### src/rtl/prng_bit_dealer_pkg.sv
// Shared definitions for the PRNG bit dealer: FSM states, word geometry and
// the xoroshiro64* output multiplier.
package prng_bit_dealer_pkg;

    typedef enum logic [1:0] {
        ST_SEED  = 2'd0,
        ST_PRIME = 2'd1,
        ST_LOAD  = 2'd2,
        ST_SERVE = 2'd3
    } dealer_state_e;

    // Width of one generator word and of the bit counter that tracks it.
    localparam int WORD_W  = 32;
    localparam int COUNT_W = $clog2(WORD_W + 1);

    // xoroshiro64* scrambler multiplier.
    localparam logic [31:0] XOROSHIRO64S_MUL = 32'h9E37_79BB;

endpackage

### src/rtl/prng_bit_dealer_xoroshiro64s.sv
// xoroshiro64* generator core. No reset: state is defined only by a seed load.
// o_result is registered, so it trails the state by one enabled cycle.
module prng_bit_dealer_xoroshiro64s
    import prng_bit_dealer_pkg::*;
(
    input  logic        i_clk,
    input  logic        i_cg,
    input  logic        i_seedValid,
    input  logic [31:0] i_seedS0,
    input  logic [31:0] i_seedS1,
    output logic [31:0] o_result
);

    logic [31:0] s0;
    logic [31:0] s1;
    logic [31:0] s1_mix;

    assign s1_mix = s1 ^ s0;

    // Publish the scrambled s0 and either load a seed or step the state.
    always_ff @(posedge i_clk) begin
        if (i_cg) begin
            o_result <= s0 * XOROSHIRO64S_MUL;
            if (i_seedValid) begin
                s0 <= i_seedS0;
                s1 <= i_seedS1;
            end else begin
                s0 <= {s0[5:0], s0[31:6]} ^ s1_mix ^ (s1_mix << 9);
                s1 <= {s1_mix[18:0], s1_mix[31:19]};
            end
        end
    end

endmodule

### src/rtl/prng_bit_dealer.sv
// Deals 32-bit xoroshiro64* words out as WIDTH-bit chunks, LSB first, over a
// valid/ready handshake. A fresh word is pulled in the same cycle the last
// chunk of the previous one is accepted, so there is no bubble between words.
module prng_bit_dealer
    import prng_bit_dealer_pkg::*;
#(
    parameter int          WIDTH   = 8,
    parameter logic [31:0] SEED_S0 = 32'h1,
    parameter logic [31:0] SEED_S1 = 32'h0
) (
    input  logic             i_clk,
    input  logic             i_rst,
    input  logic             i_reseed,
    input  logic [31:0]      i_reseedS0,
    input  logic [31:0]      i_reseedS1,
    output logic             o_valid,
    input  logic             i_ready,
    output logic [WIDTH-1:0] o_data
);

    dealer_state_e        state;
    dealer_state_e        state_next;
    logic [31:0]          seed_s0;
    logic [31:0]          seed_s1;
    logic [WORD_W-1:0]    buffer;
    logic [COUNT_W-1:0]   bit_count;
    logic                 prng_cg;
    logic                 prng_seed_valid;
    logic [31:0]          prng_result;
    logic                 handshake;
    logic                 word_done;

    assign o_valid   = (state == ST_SERVE);
    assign o_data    = buffer[WIDTH-1:0];
    assign handshake = o_valid & i_ready;
    assign word_done = (bit_count == COUNT_W'(WIDTH));

    prng_bit_dealer_xoroshiro64s u_prng (
        .i_clk       (i_clk),
        .i_cg        (prng_cg),
        .i_seedValid (prng_seed_valid),
        .i_seedS0    (seed_s0),
        .i_seedS1    (seed_s1),
        .o_result    (prng_result)
    );

    // Sequence seed -> prime -> load -> serve; the generator only steps when
    // it is being seeded, flushed, or its current word is taken.
    always_comb begin
        state_next      = state;
        prng_cg         = 1'b0;
        prng_seed_valid = 1'b0;
        case (state)
            ST_SEED: begin
                prng_cg         = 1'b1;
                prng_seed_valid = 1'b1;
                state_next      = ST_PRIME;
            end
            ST_PRIME: begin
                prng_cg    = 1'b1;
                state_next = ST_LOAD;
            end
            ST_LOAD: begin
                prng_cg    = 1'b1;
                state_next = ST_SERVE;
            end
            ST_SERVE: begin
                prng_cg = handshake & word_done;
            end
            default: state_next = ST_SEED;
        endcase
        if (i_reseed) begin
            state_next = ST_SEED;
        end
    end

    // State register; reset always lands in SEED.
    always_ff @(posedge i_clk) begin
        if (i_rst) begin
            state <= ST_SEED;
        end else begin
            state <= state_next;
        end
    end

    // Seed latch plus chunk buffer: shift out WIDTH bits per accepted chunk,
    // refill from the generator when the last chunk of a word goes.
    always_ff @(posedge i_clk) begin
        if (i_rst) begin
            seed_s0   <= SEED_S0;
            seed_s1   <= SEED_S1;
            buffer    <= '0;
            bit_count <= '0;
        end else if (i_reseed) begin
            seed_s0   <= i_reseedS0;
            seed_s1   <= i_reseedS1;
            buffer    <= '0;
            bit_count <= '0;
        end else if (state == ST_LOAD) begin
            buffer    <= prng_result;
            bit_count <= COUNT_W'(WORD_W);
        end else if (handshake) begin
            if (word_done) begin
                buffer    <= prng_result;
                bit_count <= COUNT_W'(WORD_W);
            end else begin
                buffer    <= buffer >> WIDTH;
                bit_count <= bit_count - COUNT_W'(WIDTH);
            end
        end
    end

endmodule

### config.mk
export PLATFORM = sky130hd
export DESIGN_NAME = prng_bit_dealer
export DESIGN_NICKNAME = d
export VERILOG_FILES = /design/src/rtl/prng_bit_dealer_pkg.sv /design/src/rtl/prng_bit_dealer_xoroshiro64s.sv /design/src/rtl/prng_bit_dealer.sv
export SDC_FILE = /design/constraint.sdc
export NUM_CORES = 1
export LEC_CHECK = 0
export ABC_CLOCK_PERIOD_IN_PS = 10000
export CELL_PAD_IN_SITES_DETAIL_PLACEMENT = 0
export CELL_PAD_IN_SITES_GLOBAL_PLACEMENT = 2
export CORE_MARGIN = 3
export CORE_UTILIZATION = 42
export CTS_CLUSTER_DIAMETER = 50
export DETAILED_ROUTE_END_ITERATION = 7
export PLACE_DENSITY = 0.86
export SYNTH_ARGS = -nofsm -noshare
export SYNTH_HDL_FRONTEND = slang
export SYNTH_SLANG_ARGS = --single-unit
### constraint.sdc
create_clock -name i_clk -period 10 [get_ports i_clk]
set_input_delay 1 -clock i_clk [delete_from_list [all_inputs] [get_ports i_clk]]
set_output_delay 1 -clock i_clk [all_outputs]
set_load 0.1 [all_outputs]
==> results list <==
- The run finished with clean final reports.
- By area, the combinational part of the netlist is dominated by adder cells.
* Tcrit/Tclk final: 73.1%
- The worst hold path begins at buffer[27]$_SDFFE_PP0P_.
- By area the synthesized netlist is led by sky130_fd_sc_hd__fa_1 (28%), sky130_fd_sc_hd__edfxtp_1 (16%), sky130_fd_sc_hd__ha_1 (13%).
* Final weighted congestion in routability-driven placement: 0.895
- In this run the worst hold path is classified as reg -> reg.
- Core Area: 42500 um^2
- Critical-path maximum fanout: 11
- Sum of negative setup slack: 0 ns
- First-pass GRT wire length: 71900 um
- Derived from the worst setup path, the maximum achievable clock frequency is 137 MHz.
- For this run, the post-layout net count is 2271.
- In the routed layout, each cell is associated on average with a via count of 4.85.
- Setup slack, reg-to-reg: 2.69 ns
- The post-route netlist has 4.35% of its cells at a drive strength greater than 1.
- Fraction of post-synthesis cell area in the top cell type by area: 28.1%
* Final Routed Wirelength: 45900 um
- Proportion of synthesized chip area in sequential cells: 27.1%
* Clk_skew: 0.0216 ns
* Clock root buffer: sky130_fd_sc_hd__clkbuf_16
- 0 antenna diodes ended up in the layout.
- Synth area leader: sky130_fd_sc_hd__fa_1
* IO Pins: 77
- After synthesis, the share of cell area in mux cells is 5.37%.
* Adder and majority cell fraction of the synthesized area: 41.0%
- Fill cells in the final layout number 3965.
- Setup violations remaining at the end of the flow were counted as 0.
* Most used standard cell by instance count after synthesis: sky130_fd_sc_hd__inv_1
- On the critical path, the stage with the largest delay is an instance of sky130_fd_sc_hd__edfxtp_1.
- In this run the cell area of the synthesized design comes to 18300 um^2.
- Across the whole layout, storage elements account for 4960 um^2.
- Yosys printed 0 warnings.
* Synth Area in XOR/XNOR: 7.08%
* Die W: 215 um
- Detailed-routing iteration count for the pre-antenna-repair pass: 5
* Number of resized instances in the post-cts repair step: 0
* Die outline height: 215 um
* Total clock buffers created by CTS: 17
- The largest single stage delay on the critical path is 0.77 ns.
- The average instance in the mapped netlist occupies 10.7 um^2.
- Max-cap check violation count: 0
- Post-Synth Simple-Gate Area: 5.81%
- After clock tree synthesis, the clock-pin slew on the worst setup and hold paths is 0.08 ns.
- Number of synthesized register bits: 200
- Relative to the synthesized area, the layout overhead comes to 10.8%.
* Count of distinct cell types in the synthesized netlist: 49
- Cells on worst reg2reg path: 25
- Half-perimeter wire length of the detailed placement result: 38300 um
* Insertion delay of the later-clocked pin in the worst-skew pair: 0.49 ns
* Reg-to-Reg End: u_prng.o_result[31]$_DFFE_PP_
- Worst path arrival time: 7.53 ns
- Number of rows created at floorplan: 75
- In this run, synthesis inferred 96 flip-flops with an integrated enable.
* Leading post-synthesis cells by instance count: sky130_fd_sc_hd__inv_1 (364), sky130_fd_sc_hd__fa_1 (257), sky130_fd_sc_hd__ha_1 (188)
* Antenna Nets Post-Route: 0
* Clock tree buffer depth: 2
- In this run the critical register-to-register path is launched from u_prng.s0[6]$_DFFE_PP_.
- For this run, the leading register cell type out of synthesis is sky130_fd_sc_hd__dfxtp_1.
* Largest net degree at the start of global routing: 71
- After clock tree synthesis, the flow added hold-fix buffers numbering 0.
* Antenna violations before repair: 0
* Via count of the first global-routing pass: 12.4k
- Synthesis produced a netlist with a net count of 2217.
* Congestion Overflow GR: 0
* Final count of hold timing violations: 0
- Die footprint: 46100 um^2
- The worst pin sits at a relative slew slack of 30.2%.
- Synthesized-area fraction occupied by ao, oa, aoi and oai cells: 5.02%
* Number of sinks on the clock net: 200
- STA classifies the critical path endpoint as a register.
- Worst endpoint required time: 10.22 ns
- Cell count after synthesis: 1704
- Count of port buffers added during placement: 76
- Via count: 11.4k
* Multi-input logic area: 11800 um^2
* Unrepaired setup endpoints after global routing: no
* Residual DRC: 0
- Effective utilization at floorplan: 43.1%
- Min cycle time layout: 7.31 ns
- For the pin with the worst max-slew slack, the measured transition is 1.05 ns.
* Number of max-slew violations in the final report: 0
- The critical path in this run is classified as reg -> reg.
* Endpoint with the worst hold slack: buffer[27]$_SDFFE_PP0P_
- Global routing used 20.5% of the available tracks across all layers.
* Share of synthesized registers carrying an async set or reset: 0%
- STA classifies the critical path startpoint as a register.
- TritonCTS built the clock tree.
- In this run, the number of DRC markers left after iteration 0 of detailed routing was 518.
* Worst hold stages: 2
- Buffers added to address setup during post-CTS repair amount to 0.
* Number of levels the H-tree was split into: 4
* Mean routed wirelength per cell: 19.6 um
## worst max-delay path: cells and delay by family, from the launching register on
family,cells,cell delay (ns)
adder cells (fa/ha/maj),9,4.16
AO/OA/AOI/OAI,5,1.23
flip-flops,1,0.77
buffers and inverters,8,0.59
AND/OR/NAND/NOR,2,0.16
XOR/XNOR,1,0.13
## sequential cells by signal, indices dropped and copies added (netlist names)
register / flops
u_prng.o_result: 32
buffer: 32
seed_s0: 32
seed_s1: 32
bit_count: 6
state: 2
u_prng.s1: 32
u_prng.s0: 32
## layout make-up
cell class                      count  share of cell area, %
Inverter                          364                   6.74
Clock buffer                       17                   2.10
Clock inverter                     15                  0.987
Tap cell                          577                   3.56
Multi-Input combinational cell   1091                   58.1
Sequential cell                   200                   24.5
Timing Repair Buffer               84                   4.01
## stage by stage
step,worst slack (ns),instance area [um^2],hold WS [ns],cells,utilization (%)
5_1_grt,2.31,20300,0.481,2348,47.7
4_1_cts,2.65,20300,0.459,2348,47.7
6_report,2.69,20300,0.458,2348,47.7
3_3_place_gp,2.78,19700,0.443,2316,46.2
2_1_floorplan,1.56,18300,0.430,1704,-
3_5_place_dp,2.68,19700,0.446,2316,46.2
## layout by cell type (no fill, tap or decap), types with 70 or more instances in the layout
cell and instances:
sky130_fd_sc_hd__mux2i_1 70, sky130_fd_sc_hd__fa_1 257, sky130_fd_sc_hd__ha_1 187, sky130_fd_sc_hd__clkdlybuf4s50_1 74, sky130_fd_sc_hd__xnor2_1 104, sky130_fd_sc_hd__dfxtp_1 104
sky130_fd_sc_hd__inv_1 364, sky130_fd_sc_hd__nand2_1 103, sky130_fd_sc_hd__edfxtp_1 96, sky130_fd_sc_hd__nor2_1 110
## logic make-up after synthesis
| group | after synthesis |
|---|---|
| muxes | 95 |
| and+or+nand+nor | 259 |
| adders and majority gates | 445 |
| DFF | 200 |
| buffers and inverters | 413 |
| AOI/OAI and AO/OA | 144 |
| xor gates and xnor gates | 148 |
## layer usage
| metal | part of all wire, % | track usage (%) | vias up | wire length [um] |
|---|---|---|---|---|
| li1 | - | - | 5501 | - |
| met1 | 44 | 26.3 | 5648 | 20100 |
| met2 | 51 | 36.4 | 172 | 23500 |
| met3 | 2.3 | 2.43 | 56 | 1040 |
| met4 | 2.9 | 6.50 | 0 | 1310 |
| met5 | 0 | 0 | - | 0 |
## worst max-delay path by stage
stage,from,to,slack [ns]
after CTS,u_prng.s0[6]$_DFFE_PP_,u_prng.o_result[31]$_DFFE_PP_,2.65
after global placement,u_prng.s0[6]$_DFFE_PP_,u_prng.o_result[31]$_DFFE_PP_,2.78
after detailed placement,u_prng.s0[6]$_DFFE_PP_,u_prng.o_result[31]$_DFFE_PP_,2.68
after global routing,u_prng.s0[6]$_DFFE_PP_,u_prng.o_result[31]$_DFFE_PP_,2.31
final,u_prng.s0[6]$_DFFE_PP_,u_prng.o_result[31]$_DFFE_PP_,2.69
after floorplan,i_ready,u_prng.o_result[0]$_DFFE_PP_,1.56
Power is not shown: default switching activity piles up to over one toggle a cycle in this logic, so the estimate is an artifact.
